[config.mk]
export PLATFORM = sky130hd
export DESIGN_NAME = duck_ctl
export DESIGN_NICKNAME = d
export VERILOG_FILES = /design/src/rtl/duck_pkg.sv /design/src/rtl/duck_ctl.sv
export SDC_FILE = /design/constraint.sdc
export NUM_CORES = 1
export LEC_CHECK = 0
export ABC_AREA = 1
export CAP_MARGIN = 0
export CORE_ASPECT_RATIO = 1.1
export CORE_UTILIZATION = 55
export CTS_BUF_LIST = sky130_fd_sc_hd__clkbuf_16
export DETAILED_ROUTE_END_ITERATION = 8
export HOLD_SLACK_MARGIN = 0.02
export PLACE_DENSITY = 0.92
export SLEW_MARGIN = 10
export SYNTH_ARGS = -nofsm -noshare
export SYNTH_HDL_FRONTEND = slang
export SYNTH_SLANG_ARGS = --single-unit
[constraint.sdc]
create_clock -name clk -period 2.5 [get_ports clk]
set_input_delay 0.75 -clock clk [delete_from_list [all_inputs] [get_ports clk]]
set_output_delay 0.75 -clock clk [all_outputs]
set_load 0.1 [all_outputs]
[src/rtl/duck_pkg.sv]
// Shared duck sprite definitions: life-cycle states and screen/sprite geometry
// used by the controller, the draw stage and the duck ROM sizing.
package duck_pkg;

  typedef enum logic [1:0] {
    IDLE = 2'd0,
    FLY  = 2'd1,
    HIT  = 2'd2,
    FALL = 2'd3
  } duck_state_t;

  localparam int unsigned SCREEN_W = 1024;
  localparam int unsigned DUCK_W   = 96;
  localparam int unsigned DUCK_H   = 60;
  localparam int unsigned GROUND_Y = 600;

  localparam int unsigned POS_W  = 11;
  localparam int unsigned CALC_W = 12;

endpackage

[src/rtl/duck_ctl.sv]
// Duck motion and life-cycle controller: spawn, per-frame flight with wall
// bounce and climb, hit freeze, fall, and escape/down reporting.
module duck_ctl #(
  parameter int unsigned SCREEN_W   = duck_pkg::SCREEN_W,
  parameter int unsigned DUCK_W     = duck_pkg::DUCK_W,
  parameter int unsigned DUCK_H     = duck_pkg::DUCK_H,
  parameter int unsigned GROUND_Y   = duck_pkg::GROUND_Y,
  parameter int unsigned HIT_FRAMES = 30,
  parameter int unsigned FALL_SPEED = 8
) (
  input  logic        clk,
  input  logic        rst,
  input  logic        frame_tick,
  input  logic        start,
  input  logic [10:0] start_x,
  input  logic        start_dir,
  input  logic [3:0]  speed,
  input  logic        shot_hit,
  output logic [10:0] xpos,
  output logic [10:0] ypos,
  output logic        duck_killed,
  output logic        active,
  output logic        duck_escaped,
  output logic        duck_down
);

  import duck_pkg::*;

  localparam int unsigned CNT_W = (HIT_FRAMES > 1) ? $clog2(HIT_FRAMES) : 1;
  localparam logic [CALC_W-1:0] X_MAX  = CALC_W'(SCREEN_W - DUCK_W);
  localparam logic [CALC_W-1:0] Y_REST = CALC_W'(GROUND_Y - DUCK_H);
  localparam logic [CNT_W-1:0]  CNT_LAST = CNT_W'(HIT_FRAMES - 1);

  duck_state_t        state, state_n;
  logic               dir, dir_n;
  logic [3:0]         spd, spd_n;
  logic [CNT_W-1:0]   cnt, cnt_n;
  logic [POS_W-1:0]   x_n, y_n;
  logic               esc_n, down_n;
  logic [CALC_W-1:0]  x_sum, y_fall;

  // State and all outputs registered; outputs follow the next-state values
  always_ff @(posedge clk) begin
    if (rst) begin
      state        <= IDLE;
      dir          <= 1'b0;
      spd          <= '0;
      cnt          <= '0;
      xpos         <= '0;
      ypos         <= '0;
      active       <= 1'b0;
      duck_killed  <= 1'b0;
      duck_escaped <= 1'b0;
      duck_down    <= 1'b0;
    end else begin
      state        <= state_n;
      dir          <= dir_n;
      spd          <= spd_n;
      cnt          <= cnt_n;
      xpos         <= x_n;
      ypos         <= y_n;
      active       <= (state_n != IDLE);
      duck_killed  <= (state_n == HIT) || (state_n == FALL);
      duck_escaped <= esc_n;
      duck_down    <= down_n;
    end
  end

  // Next-state and next-position logic; all arithmetic in 12 bits, clamped before storing
  always_comb begin
    state_n = state;
    dir_n   = dir;
    spd_n   = spd;
    cnt_n   = cnt;
    x_n     = xpos;
    y_n     = ypos;
    esc_n   = 1'b0;
    down_n  = 1'b0;
    x_sum   = {1'b0, xpos} + CALC_W'(spd);
    y_fall  = {1'b0, ypos} + CALC_W'(FALL_SPEED);

    case (state)
      IDLE: begin
        if (start) begin
          x_n     = ({1'b0, start_x} > X_MAX) ? POS_W'(X_MAX) : start_x;
          y_n     = POS_W'(Y_REST);
          dir_n   = start_dir;
          spd_n   = speed;
          state_n = FLY;
        end
      end
      FLY: begin
        if (shot_hit) begin
          cnt_n   = '0;
          state_n = HIT;
        end else if (frame_tick) begin
          if (dir) begin
            if (x_sum >= X_MAX) begin
              x_n   = POS_W'(X_MAX);
              dir_n = 1'b0;
            end else begin
              x_n = x_sum[POS_W-1:0];
            end
          end else if ({1'b0, xpos} < CALC_W'(spd)) begin
            x_n   = '0;
            dir_n = 1'b1;
          end else begin
            x_n = xpos - POS_W'(spd);
          end
          if ({1'b0, ypos} <= CALC_W'(spd)) begin
            y_n     = '0;
            esc_n   = 1'b1;
            state_n = IDLE;
          end else begin
            y_n = ypos - POS_W'(spd);
          end
        end
      end
      HIT: begin
        if (frame_tick) begin
          if (cnt == CNT_LAST) begin
            state_n = FALL;
          end else begin
            cnt_n = cnt + CNT_W'(1);
          end
        end
      end
      FALL: begin
        if (frame_tick) begin
          if (y_fall >= Y_REST) begin
            y_n     = POS_W'(Y_REST);
            down_n  = 1'b1;
            state_n = IDLE;
          end else begin
            y_n = y_fall[POS_W-1:0];
          end
        end
      end
      default: state_n = IDLE;
    endcase
  end

endmodule
==> metrics.md <==
| Metric | Value |
|---|---|
| Height of the die | `about 80 um` |
| YS warnings | `0` |
| Gate Count Post-Synth | `between 500 and 600` |
| Yosys top cell by area | `dfxtp_1` |
| Final nets | `600` |
| Final Non-Filler Cells | `637` |
| Synth-to-layout area growth | `20.4%` |
| Vias per cell | `5.62` |
| Initial antenna violation count | `0` |
| Crit path required time | `2.67 ns` |
| Tmin final | `2.32 ns` |
| Synth top area share | `23.9%` |
| CTS tree | `built` |
| Mean Syn Cell Area | `6.24 um2` |
| Leakage Power | `roughly 1.9 nW` |
| Number of enable flip-flop cells after synthesis | `0` |
| Drt drc | `0` |
| Final GP Congestion | `0.969` |
| CTS Buf Count | `5` |
| Filler cell count | `473` |
| RSZ-0062 raised after global routing | `false` |
| Most frequent cell after synthesis | `nand2_1` |
| Clk buf depth | `2` |
| Final Routed Wirelength | `~8900 um` |
| Die area | `approximately 6100 um2` |
| Worst path bufs/invs | `2` |
| Drt wl/cell | `14.0 um` |
| Clock transition at the registers of the reported paths | `0.06 ns` |
| Antenna-violating nets left | `0` |
| IO Port Bufs | `46` |
| Crit path DAT | `2.49 ns` |
| Gr usage total | `31.2%` |
| Diode count | `0` |
| Delay-heaviest family, CP | `simple AND/OR/NAND/NOR gates` |
| Clock Skew | `0.00404 ns` |
| Sequential area share after synthesis | `23.9%` |
| Slowest stage delay, CP | `0.41 ns` |
| Die width | `74.5 um` |
| F_max | `around 0.43 GHz` |
| DR vias | `between 3k and 4k` |
| H-tree depth | `2` |
| Sequence of cells on the critical path | `ha_1, inv_1, fa_1, inv_1, nand3_1, nand2_1, nand3_1, nand2_1, nor2_1, nand2_2, nand2_1, nor2_2, nand2_1, nand2_1, a21oi_1` |
| Layout Utilization | `70.1%` |
| Synth top area cells | `dfxtp_1 (24%), nand2_1 (16%), inv_1 (7.9%)` |
| Vias in the first global route | `around 3.3k` |
| Largest fanout on the critical path | `6` |
| I/O pins | `47` |
| Endpoints failing hold | `0` |
| # rows | `28` |
| Outcome | `finished clean` |
| Clock sinks | `38` |
| Crit. End Element | `register` |
| Clk_lat worst skew | `0.28 ns` |
| PD cells | `1470 nW/um2` |
| Relative slew slack | `61.8%` |
| Largest net degree at the start of global routing | `19` |
| Final setup viols | `0` |
| Initial Util | `58.2%` |
| Final Slew Violations | `0` |
| Ys flop type | `dfxtp_1` |
| Post-synth top cells | `nand2_1 (137), inv_1 (67), nor2_1 (50), a21oi_1 (45), dfxtp_1 (38)` |
| Most frequent CP cell | `nand2_1` |
| First-pass GRT wire length | `14,600 um` |
| Peak supply drop | `0.000831 V` |
| Starting DRC count in detailed routing | `240` |
| Syn Nets | `549` |
| Fraction of registers with async set or reset after synthesis | `0%` |
| Flops & latches, synth | `38` |
| CP max stage cell | `fa_1` |
| Hold Path Class | `register to register` |
| Final period utilization | `a little over 90%` |
| Final TNS setup | `0 ns` |
| Drt pass-1 iters | `5` |
| Layout cell share with drive strength beyond 1 | `a little over an eighth` |
| HPWL Detailed | `6770 um` |
| Max-Cap Viols | `0` |
| Distinct cells, synth | `between 40 and 50` |
| Worst setup SP type | `register` |
| Slew of the pin with the lowest slew margin | `approximately 0.57 ns` |
| Clock tree root driver cell | `clkbuf_16` |
| WS Path Type | `register to register` |
| Core area | `roughly 5500 um2` |
| Syn Std Cell Area | `3180 um2` |
| GR Overflow Total | `0` |
| Inst Count DP | `629` |
flip-flops by register name, indices dropped and copies added (netlist names):
name,cells
duck_escaped,1
state,2
spd,4
xpos,11
duck_down,1
duck_killed,1
active,1
cnt,5
ypos,11
dir,1
final timing paths:
kind / from / end / slack (ns) / cells after the start
min: ypos[1] / ypos[1] / 0.49 / 2
min reg2reg: ypos[1] / ypos[1] / 0.49 / 2
max reg2reg: spd[0] / xpos[7] / 0.18 / 15
max: spd[0] / xpos[7] / 0.18 / 15
worst register-to-register path, stage by stage, from the launching register on:
cell and delay (ns):
dfxtp_1 0.35, ha_1 0.18, inv_1 0.06, fa_1 0.41
inv_1 0.10, nand3_1 0.13, nand2_1 0.14, nand3_1 0.08
nand2_1 0.10, nor2_1 0.06, nand2_2 0.12, nand2_1 0.11
nor2_2 0.16, nand2_1 0.07, nand2_1 0.07, a21oi_1 0.06
per-layer routing:
layer	share of wire, %	GRT usage (%)	vias to the layer above	routed length, um
met4	2.8	12.5	0	253
met1	42	35.2	1656	3700
met3	5.1	4.54	24	455
met5	0	0	-	0
met2	50	58.0	142	4490
li1	-	-	1757	-
cells by family (layout without fill, tap and decap cells):
family                     count (synthesis)  after routing  synth area share, %
AOI/OAI and AO/OA                         82             82                 14.2
xor gates and xnor gates                  16             16                 4.40
adders and majority gates                 18             18                 7.78
buffers and inverters                     84            136                 11.4
DFF                                       38             38                 23.9
and+or+nand+nor                          272            272                 38.3
layout by cell type, fill, tap and decap left out, types with 6 or more instances in the layout:
cell type | Yosys | layout
nand3_1 | 33 | 33
nor3_1 | 12 | 12
buf_4 | 1 | 35
nand2_1 | 137 | 137
xor2_1 | 14 | 14
o21ai_0 | 26 | 26
nor2_1 | 50 | 49
nor4_1 | 6 | 6
inv_1 | 67 | 67
dfxtp_1 | 38 | 30
a21oi_1 | 45 | 45
dfxtp_2 | 0 | 8
ha_1 | 15 | 15
nand4_1 | 16 | 16
clkdlybuf4s50_1 | 0 | 20
metrics by stage:
stage               area (um2)  hold WS (ns)  worst slack [ns]  total power, mW
floorplan                 3190         0.464           0.00466             4.07
global placement          3690         0.474            0.0704             4.85
detailed placement        3690         0.474            0.0570             4.96
CTS                       3830         0.484             0.101             5.59
global route              3830         0.495            0.0164             6.09
finish                    3830         0.487             0.176             5.64
area by class of cell:
class,instances,area (um2),area share [%]
Multi-Input combinational cell,388,2060,53.8
Inverter,71,267,6.95
Clock inverter,3,12.5,0.326
Clock buffer,5,125,3.26
Tap cell,75,93.8,2.45
Timing Repair Buffer,57,503,13.1
Sequential cell,38,771,20.1
where the power goes:
group,leakage (nW),internal [mW],switching (mW)
Combinational,1.50,1.14,2.79
Sequential,0.315,0.808,0.292
Clock,0.0724,0.361,0.250
Total,1.89,2.31,3.33
repair_timing:
action,in CTS,in global routing
hold buffers,0,0
endpoints found under the setup margin,0,6
buffers inserted,0,0
resized for setup,0,2
Note: power is estimated with default switching activity, not from simulation.
